## config.mk

```make
export PLATFORM = sky130hd
export DESIGN_NAME = pwm_peripheral
export DESIGN_NICKNAME = d
export VERILOG_FILES = /design/src/rtl/pwm_peripheral.sv
export SDC_FILE = /design/constraint.sdc
export NUM_CORES = 1
export LEC_CHECK = 0
export CAP_MARGIN = 15
export CORE_UTILIZATION = 47
export DETAILED_ROUTE_END_ITERATION = 6
export GPL_TIMING_DRIVEN = 0
export PLACE_DENSITY = 0.84
export SLEW_MARGIN = 5
export SYNTH_ARGS = -nofsm -noshare
export SYNTH_HDL_FRONTEND = slang
export SYNTH_SLANG_ARGS = --single-unit
```

## constraint.sdc

```tcl
create_clock -name clk -period 5.05 [get_ports clk]
set_input_delay 0.505 -clock clk [delete_from_list [all_inputs] [get_ports clk]]
set_output_delay 0.505 -clock clk [all_outputs]
set_load 0.005 [all_outputs]
```

## src/rtl/pwm_peripheral.sv

```systemverilog
// rtl/pwm_peripheral.sv - 16-output PWM / static drive stage fed by SPI control registers
//
// Purpose:
//   Drives 16 user outputs, each one forced low, forced high, or following a
//   shared PWM waveform. A prescaler divides clk by CLK_DIV to step an 8-bit
//   period counter; one PWM period is CLK_DIV*256 clks. The duty cycle is
//   captured into a shadow register only at the period wrap, so software
//   writes never produce a truncated or stretched pulse.
//
// Ports:
//   clk             - system clock, rising edge
//   rst_n           - synchronous active-low reset
//   en_reg_out_7_0  - output enables, bits 7:0
//   en_reg_out_15_8 - output enables, bits 15:8
//   en_reg_pwm_7_0  - PWM mode select, bits 7:0
//   en_reg_pwm_15_8 - PWM mode select, bits 15:8
//   pwm_duty_cycle  - duty, 0x00 = 0%, 0xFF = 100%
//   out             - registered user outputs
//   period_start    - one-clk pulse on the first clk of each PWM period

module pwm_peripheral #(
  parameter int CLK_DIV = 13,
  parameter int PRESC_W = 4
) (
  input  logic        clk,
  input  logic        rst_n,
  input  logic [7:0]  en_reg_out_7_0,
  input  logic [7:0]  en_reg_out_15_8,
  input  logic [7:0]  en_reg_pwm_7_0,
  input  logic [7:0]  en_reg_pwm_15_8,
  input  logic [7:0]  pwm_duty_cycle,
  output logic [15:0] out,
  output logic        period_start
);

  localparam logic [PRESC_W-1:0] PRESC_LAST = PRESC_W'(CLK_DIV - 1);

  logic [PRESC_W-1:0] presc_q, presc_d;
  logic [7:0]         cnt_q, cnt_d;
  logic [7:0]         duty_sh_q, duty_sh_d;
  logic [15:0]        out_q, out_d;
  logic               period_start_q, period_start_d;
  // High only while in reset; lets the first clk after release raise
  // period_start, since the restart from 0 is not signalled by a wrap.
  logic               restart_q;

  logic        tick;
  logic        wrap;
  logic        pwm_raw;
  logic [15:0] en_out;
  logic [15:0] en_pwm;

  assign en_out = {en_reg_out_15_8, en_reg_out_7_0};
  assign en_pwm = {en_reg_pwm_15_8, en_reg_pwm_7_0};

  assign tick = (presc_q == PRESC_LAST);
  assign wrap = tick && (cnt_q == 8'hFF);

  // 0xFF is special-cased so the output stays high through cnt = 255
  // instead of dropping for one counter step.
  assign pwm_raw = (duty_sh_q == 8'hFF) || (cnt_q < duty_sh_q);

  always_comb begin
    presc_d        = presc_q;
    cnt_d          = cnt_q;
    duty_sh_d      = duty_sh_q;
    out_d          = out_q;
    period_start_d = 1'b0;

    if (tick) begin
      presc_d = '0;
      cnt_d   = cnt_q + 8'd1;
    end else begin
      presc_d = presc_q + PRESC_W'(1);
    end

    if (wrap) begin
      duty_sh_d = pwm_duty_cycle;
    end

    period_start_d = wrap || restart_q;

    // Disabled -> 0; enabled static -> 1; enabled PWM -> shared waveform.
    out_d = en_out & (~en_pwm | {16{pwm_raw}});
  end

  always_ff @(posedge clk) begin
    if (!rst_n) begin
      presc_q        <= '0;
      cnt_q          <= 8'h00;
      duty_sh_q      <= 8'h00;
      out_q          <= 16'h0000;
      period_start_q <= 1'b0;
      restart_q      <= 1'b1;
    end else begin
      presc_q        <= presc_d;
      cnt_q          <= cnt_d;
      duty_sh_q      <= duty_sh_d;
      out_q          <= out_d;
      period_start_q <= period_start_d;
      restart_q      <= 1'b0;
    end
  end

  assign out          = out_q;
  assign period_start = period_start_q;

endmodule

```

# Yosys cells after proc, flatten, opt, wreduce, memory -nomap -nowiden
# Cells that the tools add are included.
totals:
  reg_bits: 38
  inputBits: 42
  output_inout_bits: 17
  wordCells: 21
op_classes:
  addsub: 2
  n_lt_le_gt_ge: 1
  n_eq_ne: 3
  muxes: 1
  n_bitwise: 4
  reduce_logical: 4
ops:
  columns: ["cell", "n"]
  rows:
  - ["$and 16x16->16", 1]
  - ["$eq 8x8->1 const B", 2]
  - ["$not 16->16", 1]
  - ["$or 16x16->16", 1]
  - ["$add 8x1->8 const B", 1]
  - ["$lt 8x8->1", 1]
  - ["$add 4x1->4 const B", 1]
  - ["$eq 4x4->1 const B", 1]
  - ["$logic_or 1x1->1", 2]
  - ["$reduce_or 2->1", 1]
  - ["$logic_and 1x1->1", 1]
  - ["$mux 1", 1]
  - ["$not 1->1", 1]

# Longest topological paths before layout
# Gate-level depths: netlist of the first run.
logic_depth:
  depth_word: 4
  mapped_depth: 7
  depth_no_buf: 6

# Worst setup path after synthesis of the first run
# No wires, ideal clock.
synth_timing:
  path_kind: "register to register"
  startpoint: "register duty_sh_q[7]"
  endpoint: "register out_q[10] (netlist: out[10])"
  setup_time_ns: 0.116
  t_arrival_ns: 1.584
  required_ns: 4.934
  path_slack_ns: 3.349
  path_stages_with_launch: 8
  n_path_buf: 1
  synth_period_minus_slack_ns: 1.701
  cell_sequence: "dfxtp_1 -> inv_1 -> ha_1 -> and4_2 -> o21ai_2 -> o32ai_2 -> buf_6 -> a21oi_1"
synth_between:
  elab_chain_len: 4
  elab_cells_between_ends: 5
  classes_between: "order compare (1); eq/ne (1); bitwise (2); reduce/logical (1)"
synth_lines:
  columns: ["element", "line", "text"]
  rows:
  - ["start, declared", "40", "logic [7:0] duty_sh_q, duty_sh_d;"]
  - ["start signal, assigned", "98", "duty_sh_q <= duty_sh_d;"]
  - ["$lt 8x8->1 or $eq 8x8->1 (tied branches)", "61", "assign pwm_raw = (duty_sh_q == 8'hFF) || (cnt_q < duty_sh_q);"]
  - ["$logic_or 1x1->1 *", "61", null]
  - ["$or 16x16->16 *", "84", "out_d = en_out & (~en_pwm | {16{pwm_raw}});"]
  - ["$and 16x16->16 *", "84", null]
  - ["end signal, assigned", "99", "out_q <= out_d;"]
  - ["end, declared", "41", "logic [15:0] out_q, out_d;"]
# Every way passes the cells marked *; elsewhere a longest branch is shown, timed or not.
# A chain may end at the register's enable or synchronous reset.

# Final worst setup path of the first run
layout_timing:
  startpoint: "register duty_sh_q[6]"
  endpoint: "register out_q[13] (netlist: out[13])"
# The elaborated chain is that of the path after synthesis.

==> reports/results.ini, run 1 <==
[logic_synthesis]
synth.yosys.seq_area_share_pct = 48.1
syn-cell-area_um2 = 1580
avgSynthCellArea_um2 = 9.04
yosys_warnings = 0
ys_ff_latch = 38
synth_common_cells = dfxtp_1 (38), nand2_1 (26), a21oi_1 (21)
synth_ff_type = dfxtp_1
async_reset_ff_share_pct = 0
syn_nets = 227
yosys.cell_count.top_type = dfxtp_1
yosys.area.top_type = dfxtp_1
yosysTopAreaCellShare_pct = 48.1
yosys-top-cells-area = dfxtp_1 (48%), ha_1 (7.9%), a21oi_1 (6.6%), nand2_1 (6.2%), nand3_1 (3.8%)
post_synth_num_cell_types = 30
synth_edf_count = 0
syn_inst = 175

[clock_tree]
path_clk_slew_ns = 0.11
cts_hold_buf = 0
cts_root_buf = clkbuf_4
cts-resized-gates = 0
numCtsBuffers = 5
cts_max_level = 2
clock-sinks = 38
clk_latency_ns = 0.34
cts_max_path_buffers = 2
cts_tree = yes
postCtsSetupBuffers = 0

[power_and_ir_drop]
p_leak_nw = 0.878
vdd_drop_max_uv = 187
p_per_area_nw_per_um2 = 236
finalPower_mw = 0.536

[worst_setup_path]
critPathMaxStageDelay_ns = 0.55
critPathKind = reg -> reg
crit_arrival_ns = 2.21
critPathLaunchType = flop
required_ns = 5.28
r2r_cells = 7
endpoint_kind = flop
r2r-end = out[13]
r2r_start = duty_sh_q[6]
r2r_slack_ns = 3.08
path_cells = inv_1, ha_1, and4_2, o21ai_2, o32ai_2, buf_6, a21oi_1
crit_fanout = 10
cp_slowest_cell = o32ai_2

[layout]
final_util_pct = 72.5
antenna_cells = 0
area_growth_pct = 43.4
fillCellCount = 246
nNetsFinal = 291
drive_above_1_share_pct = 6.67

[sta]
period_share_pct = 39.1
setup_tns_ns = 0
hold_viol_final = 0
fmax_mhz = 507
min_period_ns = 1.97
setup_viol = 0
worst_pin_slew_ns = 0.581
slew_viol_final = 0
slew_headroom_pct = 61.3
rsz0062_at_grt = false
finalClockSkew_ns = 0.0103

[drt]
first_iter_violations = 83
routed-via-count = 1411
drt_pass1_iterations = 4
final_antenna_net_count = 0
viasPerCell = 4.97
drc = 0
wl_per_cell_um = 12.2
wirelength_mm = 3.46

[worst_hold_path]
holdCritStartpoint = restart_q
holdPathStages = 2
holdPathEnd = period_start
hold_class = reg -> reg

[global_route]
grt_pass1_vias = 1344
grt_pass1_wl_mm = 5.69
grt_max_degree = 12
grt_antenna_before_repair = 0
overflow = 0
grt_usage_pct = 21.8

[placement]
portBuffers = 57
routabilityCongestion = 0.793
dp.final_hpwl_mm = 2.69

[floorplan]
die_w_um = 60.0
num_rows = 20
io-pin-count = 59
core_um2 = 3130
start_util_pct = 50.6
die_area_um2 = 3600
die_h_um = 60.0

[run]
maxCapViolCount = 0

[outcome]
outcome = complete, no violations

state kept, by name, summed over array words and instances, names as in the netlist:
signal        flops
out              16
period_start      1
duty_sh_q         8
restart_q         1
cnt_q             8
presc_q           4
per-layer routing:
layer	track usage (%)	vias to the layer above	share of wire (%)
li1	-	723	-
met1	23.5	633	41
met2	35.4	47	49
met3	10.6	8	8.2
met4	10.6	0	2.3
met5	0	-	0
metrics by stage:
step,cell area [um2],hold slack (ns),instances,setup WS (ns)
final,2270,0.446,284,3.08
after global routing,2270,0.493,284,2.96
after CTS,2270,0.447,284,3.07
after detailed placement,2210,0.427,276,3.10
after global placement,2210,0.422,276,3.10
after floorplan,1580,0.408,175,3.35
critical path, delay by kind of cell, from the launching register on:
kind / cells / cell delay (ns)
AOI/OAI and AO/OA: 3 / 0.67
adders and majority gates: 1 / 0.30
DFF: 1 / 0.38
and+or+nand+nor: 1 / 0.22
buffers and inverters: 2 / 0.28
cell usage in the layout (no fill, tap or decap), drive strengths merged, types with 5 or more instances in the layout:
cell type and instances:
o21ai 11, nand3 12, xnor2 5, clkdlybuf4s50 57, dfxtp 38, a21oi 21, clkbuf 12, nor2 11
ha 10, nand2 26, inv 12
power by group:
part / internal, mW / switching (mW) / total [mW]
Sequential: 0.308 / 0.00336 / 0.311
Clock: 0.0675 / 0.0947 / 0.162
Combinational: 0.0428 / 0.0197 / 0.0624
final cells by class:
cell class,instances,area [um2],area share (%)
Buffer,7,35.0,1.55
Clock inverter,1,5.00,0.221
Inverter,12,45.0,1.99
Clock buffer,7,55.1,2.43
Timing Repair Buffer,57,571,25.2
Sequential cell,38,761,33.6
Multi-Input combinational cell,118,741,32.7
Tap cell,44,55.1,2.43
kinds of logic (layout without fill, tap and decap cells):
group | after synthesis | count (layout) | share of synthesized area (%)
AND/OR/NAND/NOR | 63 | 63 | 19.6
flip-flops | 38 | 38 | 48.1
AO/OA/AOI/OAI | 37 | 37 | 14.8
buffers and inverters | 19 | 84 | 5.06
adder cells (fa/ha/maj) | 10 | 10 | 7.91
XOR/XNOR | 7 | 7 | 3.88
multiplexers | 1 | 1 | 0.633
how the worst max path moves through the flow:
stage,from,to,slack (ns),depth (start not counted)
global route,duty_sh_q[6],out[13],2.96,7
global placement,duty_sh_q[6],out[10],3.10,7
finish,duty_sh_q[6],out[13],3.08,7
floorplan,duty_sh_q[7],out[10],3.35,7
detailed placement,duty_sh_q[7],out[13],3.10,7
CTS,duty_sh_q[6],out[13],3.07,7
Note: power is estimated with default switching activity, not from simulation.
==> run 2: changes to the inputs <==
--- a/config.mk
+++ b/config.mk
@@ -6,10 +6,10 @@
 export NUM_CORES = 1
 export LEC_CHECK = 0
 export CAP_MARGIN = 15
-export CORE_UTILIZATION = 47
+export CORE_UTILIZATION = 43
 export DETAILED_ROUTE_END_ITERATION = 6
 export GPL_TIMING_DRIVEN = 0
-export PLACE_DENSITY = 0.84
+export PLACE_DENSITY = 0.78
 export SLEW_MARGIN = 5
 export SYNTH_ARGS = -nofsm -noshare
 export SYNTH_HDL_FRONTEND = slang
==> constraint.sdc (replaced) <==
create_clock -name clk -period 2.05 [get_ports clk]
set_input_delay 0.205 -clock clk [delete_from_list [all_inputs] [get_ports clk]]
set_output_delay 0.205 -clock clk [all_outputs]
set_load 0.005 [all_outputs]
==> run 2 against run 1 <==
Net effect:
- clock power increased to 2.9 times the previous value
- highest routed layer unchanged
- sequential cell count unchanged
- critical path type unchanged
- critical endpoint unchanged
- worst hold slack got worse by 0.17 ns
- largest cell class unchanged
==> reports/results.ini, run 2 (same netlist as run 1, synthesis figures left out) <==
[worst_setup_path]
critPathKind = reg -> reg
r2r-end = out[13]
crit_path_end = out[13]
critPathLaunchType = flop
r2r_slack_ns = 0.24  ; -2.84 ns
required_ns = 2.27  ; -3.01 ns
r2r_start = duty_sh_q[5]
endpoint_kind = flop
r2r_cells = 7  ; unchanged
startpoint = duty_sh_q[5]
crit_fanout = 10  ; unchanged
crit_arrival_ns = 2.03  ; -0.18 ns

[clock_tree]
cts_max_path_buffers = 2  ; unchanged
path_clk_slew_ns = 0.07  ; -0.04 ns
clk_latency_ns = 0.28  ; -0.06 ns
postCtsSetupBuffers = 0  ; unchanged
clock-sinks = 38  ; unchanged
cts_max_level = 2  ; unchanged
numCtsBuffers = 5  ; unchanged
cts_root_buf = clkbuf_8
cts_tree = yes
cts_hold_buf = 0  ; unchanged

[floorplan]
die_area_um2 = 3920  ; +9.0%
num_rows = 21  ; +5.0%
core_um2 = 3440  ; +10%
io-pin-count = 59  ; unchanged
start_util_pct = 45.9  ; -4.6 points
die_w_um = 62.6  ; +4.4%
die_h_um = 62.6  ; +4.4%

[global_route]
grt_usage_pct = 20.9  ; -0.89 points
grt_pass1_vias = 1473  ; +9.6%
grt_pass1_wl_mm = 6.32  ; +11%
overflow = 0  ; unchanged
grt_max_degree = 12  ; unchanged
grt_antenna_before_repair = 0  ; unchanged

[sta]
min_period_ns = 1.81  ; -0.159 ns
slew_viol_final = 0  ; unchanged
finalClockSkew_ns = 0.00909  ; -0.00124 ns
rsz0062_at_grt = false
fmax_mhz = 551  ; +8.7%
setup_ws_ns = 0.235  ; -2.84 ns
slew_headroom_pct = 69.5  ; +8.2 points
setup_viol = 0  ; unchanged
period_share_pct = 88.5  ; +49 points
hold_viol_final = 0  ; unchanged
setup_tns_ns = 0  ; unchanged
worst_pin_slew_ns = 0.458  ; -0.122 ns

[placement]
dpl-instance-area_um2 = 2210  ; +0.11%
dp.final_hpwl_mm = 2.73  ; +1.3%
portBuffers = 57  ; unchanged
dpl_worst_slack_ns = 0.100  ; -3.00 ns
routabilityCongestion = 0.784  ; -1.2%
dp.cells = 278  ; +0.72%

[drt]
drt_pass1_iterations = 4  ; unchanged
final_antenna_net_count = 0  ; unchanged
drc = 0  ; unchanged
wirelength_mm = 3.44  ; -0.43%
wl_per_cell_um = 12.1  ; -0.78%
maxUsedRoutingLayer = met4
dr_wl_met2_mm = 1.74  ; +3.3%
viasPerCell = 4.81  ; -3.1%
routed-via-count = 1372  ; -2.8%
wl_met3_um = 142  ; -50%
first_iter_violations = 49  ; -41%
wl_met1_mm = 1.52  ; +8.4%

[outcome]
outcome = complete, no violations

[layout]
drive_above_1_share_pct = 6.69  ; +0.028 points
design_area_um2 = 2300  ; +1.4%
area_growth_pct = 45.4
antenna_cells = 0  ; unchanged
layout_commonest_cell = clkdlybuf4s50_1
finalNonFillerCells = 285  ; +0.35%
final_cell_mix = clkdlybuf4s50_1 (57), dfxtp_1 (38), nand2_1 (26), a21oi_1 (21)
nNetsFinal = 291  ; unchanged
largest_reg_flops = 16  ; unchanged

[worst_hold_path]
hold_class = in -> reg

[power_and_ir_drop]
finalPower_mw = 1.39  ; +160%
vdd_drop_max_uv = 418  ; +120%
p_leak_nw = 0.889  ; +1.3%
p_per_area_nw_per_um2 = 604  ; +160%

[run]
maxCapViolCount = 0  ; unchanged

-- run 2: timing repair --
item | CTS | global route
resized for setup | 0 | 1
endpoints found under the hold margin | 0 | 0
endpoints found under the setup margin | 0 | 10
-- run 2: power by group --
| group | internal [mW] | switching, mW | leakage [nW] |
|---|---|---|---|
| Combinational | 0.105 | 0.0480 | 0.536 |
| Sequential | 0.758 | 0.00839 | 0.310 |
| Clock | 0.228 | 0.242 | 0.0438 |
| Total | 1.09 | 0.298 | 0.889 |
-- run 2: how the worst min path moves through the flow --
stage / start / end / depth (start not counted)
floorplan: en_reg_pwm_7_0[0] / out[0] / 1
global placement: restart_q / period_start / 2
detailed placement: restart_q / period_start / 2
CTS: rst_n / period_start / 3
global route: rst_n / period_start / 3
finish: rst_n / period_start / 3
-- run 2: final cells by class --
cell class	count	area (um2)
Buffer	7	35.0
Clock buffer	5	68.8
Clock inverter	2	10.0
Fill cell	293	1140
Inverter	12	45.0
Multi-Input combinational cell	118	752
Sequential cell	38	761
Tap cell	46	57.6
Timing Repair Buffer	57	571
-- run 2: metrics by stage --
stage	utilization [%]	hold slack, ns
finish	66.8	0.278
global route	66.8	0.287
CTS	66.5	0.277
detailed placement	64.2	0.432
global placement	64.2	0.423
floorplan	-	0.292
-- run 2: critical path, cell delays in order (launching register included) --
cell and delay, ns:
dfxtp_1 0.36, inv_1 0.06, ha_1 0.28, a41o_2 0.27
a21oi_1 0.26, o32ai_4 0.20, buf_6 0.18, a21oi_1 0.14
-- run 2: metal layers --
layer	vias up	track usage (%)
met3	2	8.39
met4	0	8.43
met1	617	24.3
met2	33	33.8
li1	720	-
met5	-	0
==> run 3: changes to the inputs <==
--- a/config.mk
+++ b/config.mk
@@ -9,8 +9,8 @@
 export CORE_UTILIZATION = 43
 export DETAILED_ROUTE_END_ITERATION = 6
 export GPL_TIMING_DRIVEN = 0
-export PLACE_DENSITY = 0.78
-export SLEW_MARGIN = 5
+export PLACE_DENSITY = 0.77
+export SLEW_MARGIN = 20
 export SYNTH_ARGS = -nofsm -noshare
 export SYNTH_HDL_FRONTEND = slang
 export SYNTH_SLANG_ARGS = --single-unit
==> run 3 against run 2 <==
Net effect:
- clock power down 1%
- worst setup slack worse by 0.0029 ns
- sequential power about the same
- sequential share of layout area about the same
- via count up 1.2%
- design area down 0.11%
- fmax down 0.16%
- global-route usage down 0.17 points
==> reports/results.ini, run 3 (same netlist as run 1, synthesis figures left out) <==
[global_route]
grt_pass1_wl_mm = 6.21  ; -1.7%
grt_max_degree = 11  ; -1
grt_pass1_vias = 1478  ; +0.34%
grt_antenna_before_repair = 0  ; unchanged
grt_usage_pct = 20.7  ; -0.17 points
overflow = 0  ; unchanged

[worst_setup_path]
crit_fanout = 10  ; unchanged
crit_arrival_ns = 1.99  ; -0.04 ns
endpoint_kind = flop
required_ns = 2.22  ; -0.05 ns
critPathLaunchType = flop
critPathKind = reg -> reg
r2r_cells = 7  ; unchanged

[floorplan]
core_um2 = 3440  ; unchanged
start_util_pct = 45.9  ; unchanged
die_w_um = 62.6  ; unchanged
num_rows = 21  ; unchanged
io-pin-count = 59  ; unchanged
die_area_um2 = 3920  ; unchanged
die_h_um = 62.6  ; unchanged

[sta]
setup_viol = 0  ; unchanged
hold_viol_final = 0  ; unchanged
period_share_pct = 88.7  ; +0.14 points
fmax_mhz = 550  ; -0.16%
min_period_ns = 1.82  ; +0.00292 ns
slew_headroom_pct = 69.1  ; -0.37 points
setup_tns_ns = 0  ; unchanged
finalClockSkew_ns = 0.00554  ; -0.00354 ns
worst_pin_slew_ns = 0.464  ; +0.00554 ns
rsz0062_at_grt = false
slew_viol_final = 0  ; unchanged

[clock_tree]
cts_hold_buf = 0  ; unchanged
cts_max_path_buffers = 2  ; unchanged
clock-sinks = 38  ; unchanged
cts_root_buf = clkbuf_8
path_clk_slew_ns = 0.06  ; about the same
cts_max_level = 2  ; unchanged
clk_latency_ns = 0.28  ; about the same
cts_tree = yes
numCtsBuffers = 5  ; unchanged

[layout]
antenna_cells = 0  ; unchanged
layout_commonest_cell = clkdlybuf4s50_1
largest_reg_flops = 16  ; unchanged
design_area_um2 = 2300  ; -0.11%
final_cell_mix = clkdlybuf4s50_1 (57), dfxtp_1 (38), nand2_1 (26), a21oi_1 (21)
drive_above_1_share_pct = 5.86  ; -0.84 points
area_growth_pct = 45.3
nNetsFinal = 291  ; unchanged

[drt]
first_iter_violations = 33  ; -33%
drc = 0  ; unchanged
wl_per_cell_um = 12.3  ; +1.7%
wirelength_mm = 3.50  ; +1.7%
viasPerCell = 4.87  ; +1.2%
routed-via-count = 1389  ; +1.2%
final_antenna_net_count = 0  ; unchanged
drt_pass1_iterations = 4  ; unchanged

[outcome]
outcome = complete, no violations

[placement]
dp.final_hpwl_mm = 2.72  ; -0.23%
portBuffers = 57  ; unchanged
dpl-instance-area_um2 = 2210  ; unchanged
routabilityCongestion = 0.713  ; -9.0%

[power_and_ir_drop]
p_per_area_nw_per_um2 = 602  ; -0.32%
combPwrFrac_pct = 11.1  ; about the same
p_clk_share_pct = 33.5  ; -0.3 points
vdd_drop_max_uv = 435  ; +4.0%
p_leak_nw = 0.884  ; -0.61%
intPower_mw = 1.10  ; +0.58%
p_sw_mw = 0.286  ; -4.1%
power_frac_seq_pct = 55.4  ; +0.3 points
netSwitchingFraction_pct = 20.7  ; -0.80 points

[worst_hold_path]
hold_class = in -> reg
holdPathStages = 3  ; unchanged

[run]
maxCapViolCount = 0  ; unchanged

## run 3: changes by cell type in the layout (fill, tap and decap cells not counted), sizes merged
cell	before	now
clkinv	2	0
clkbuf	10	12
## run 3: path summary, 6_finish.rpt
kind	start	to	slack [ns]
min reg2reg	restart_q	period_start	0.45
max reg2reg	duty_sh_q[6]	out[9]	0.23
max	duty_sh_q[6]	out[9]	0.23
min	rst_n	duty_sh_q[0]	0.29
## run 3: power by group through the flow
stage / combinational [mW] / clock, mW / sequential [mW]
after floorplan: 0.0391 / 0 / 0.784
after global placement: 0.152 / 0 / 0.783
after detailed placement: 0.154 / 0 / 0.783
after CTS: 0.155 / 0.483 / 0.767
after global routing: 0.170 / 0.529 / 0.769
final: 0.154 / 0.463 / 0.767
## run 3: area by class of cell
cell class / count / area [um2]
Buffer: 7 / 35.0
Clock buffer: 7 / 76.3
Fill cell: 299 / 1140
Inverter: 12 / 45.0
Multi-Input combinational cell: 118 / 752
Sequential cell: 38 / 761
Tap cell: 46 / 57.6
Timing Repair Buffer: 57 / 571
## run 3: metrics by stage
stage / hold WS (ns) / worst slack [ns] / utilization (%) / total power [mW] / std cells
after detailed placement: 0.433 / 0.107 / 64.2 / 0.937 / 278
final: 0.291 / 0.232 / 66.7 / 1.38 / 285
after global routing: 0.308 / 0.122 / 66.7 / 1.47 / 285
after CTS: 0.281 / 0.0844 / 66.4 / 1.40 / 285
after global placement: 0.424 / 0.112 / 64.2 / 0.934 / 278
after floorplan: 0.292 / 0.349 / - / 0.823 / 175
## run 3: metal layers
layer | track usage [%] | vias up | wire length, um
met5 | 0 | - | 0
li1 | - | 722 | -
met2 | 34.8 | 28 | 1700
met1 | 23.2 | 633 | 1580
met4 | 10.5 | 0 | 72
met3 | 6.93 | 6 | 151
## run 3: worst max-delay path, stage by stage (launching register included)
cell and delay (ns):
dfxtp_1 0.36, inv_1 0.06, ha_1 0.30, and4_2 0.22, o21ai_2 0.07, o32ai_4 0.42
buf_6 0.20, a21oi_1 0.08
## run 3: timing repair
action                     in CTS  in global routing
setup endpoints to repair       0                  8
gates resized for setup         0                  1
setup buffers                   0                  0
==> RTL change: new RTL, flow settings as in run 1 <==
`duty_sh_q` no longer has a reset.
--- a/src/rtl/pwm_peripheral.sv
+++ b/src/rtl/pwm_peripheral.sv
@@ -90,3 +90,2 @@
       cnt_q          <= 8'h00;
-      duty_sh_q      <= 8'h00;
       out_q          <= 16'h0000;
@@ -97,3 +96,2 @@
       cnt_q          <= cnt_d;
-      duty_sh_q      <= duty_sh_d;
       out_q          <= out_d;
@@ -102,2 +100,6 @@
     end
+  end
+
+  always_ff @(posedge clk) begin
+    duty_sh_q <= duty_sh_d;
   end
Check against the original RTL: no difference found for any inputs over 10 cycles, from zero or initial values and one cycle with rst_n low; that may be too few to reach the edited logic, so the function may still have changed.
==> RTL change against run 1 <==
- non-clock buffer count decreased by 3
- global-route usage up 0.099 points
- setup slack got worse by 150 ps
- sequential cell count unchanged
- combinational power rose by 5.1%
- total power up 1.3%
- area after synthesis down 0.24%
- critical path depth fell by 1
- final area down 0.50%
- clock power decreased by 6%
- routed wire length decreased by 2.1%
- highest routed layer unchanged
==> RTL change: results (changes against run 1) <==
Routing:
- The met1 wire length is 1.280 mm (-9.0%).
- The number of DRC markers in iteration 0 is 65 (-22%).
- The sum of met2 wire segment lengths after detailed routing is 1.788 mm (+6.0%).

Synthesis:
- The number of synthesized flops with an enable pin is 8 (+8).
- The xor/xnor cell area share of the yosys netlist was 3.886% (+0.0092 points).
- The netlist area before placement is 1578 um2 (-0.24%).
- The fraction of synthesized area in multiplexers is 0% (-0.63 points).
- The count of unique library cells instantiated by Yosys is 28 (-6.7%).
- The sequential area share after synthesis is 53.29% (+5.2 points).

Timing:
- The worst slew margin relative to its limit is 49.41% (-12 points).
- The worst hold margin is 453.0 ps (+7.082 ps).

Worst setup path:
- The largest driver fanout on the critical path came to 9 (-1).
- In this run the critical register-to-register path is launched from presc_q[0]$_SDFF_PP0_.
- The endpoint arrival time on the critical path is 2110 ps (-100 ps).
- The critical path endpoint is duty_sh_q[5]$_DFFE_PP_.
- The delay of the slowest critical-path stage came to 600 ps (+50 ps).

GRT:
- The pin count of the biggest net entering global routing came to 13 (+1).
- The met1 usage in global routing came to 21.60% (-1.9 points).
- The wire length of the first global-routing pass is 5.616 mm (-1.3%).
- The met3 routing resource usage after global routing was 8.225% (-2.4 points).

Cells and area:
- The number of buffers outside the clock class in the layout is 61 (-4.7%).
- The number of clock buffers in the layout is 5 (-2).
- The number of combinational gates with multiple inputs came to 98 (-17%).
- The number of inserted filler cells in the final layout is 227 (-7.7%).

Place:
- The count of placed standard cells including taps is 252 (-8.7%).
- The weighted congestion reported at the end of routability-driven placement came to 0.7591 (-4.3%).

Outcome:
- The flow ran to the end, and the final reports show no timing, DRC or antenna violations.
RTL change: cell types whose count changed in the layout (fill, tap and decap cells not counted), moves of 2 or more:
cell                       before  now
sky130_fd_sc_hd__a21oi_1       21   11
sky130_fd_sc_hd__a21oi_2        0   10
sky130_fd_sc_hd__clkbuf_1       6    3
sky130_fd_sc_hd__dfxtp_1       38   30
sky130_fd_sc_hd__edfxtp_1       0    8
sky130_fd_sc_hd__inv_1         12   10
sky130_fd_sc_hd__nand2_1       26   22
sky130_fd_sc_hd__nand3_1       12    3
sky130_fd_sc_hd__nand4_1        2    6
sky130_fd_sc_hd__o21ai_0       10    2
RTL change: where the power goes:
part	leakage, uW	internal, uW	switching (uW)
Clock	0.0000329	52.3	101
Sequential	0.000319	319	4.21
Combinational	0.000545	45.7	19.9
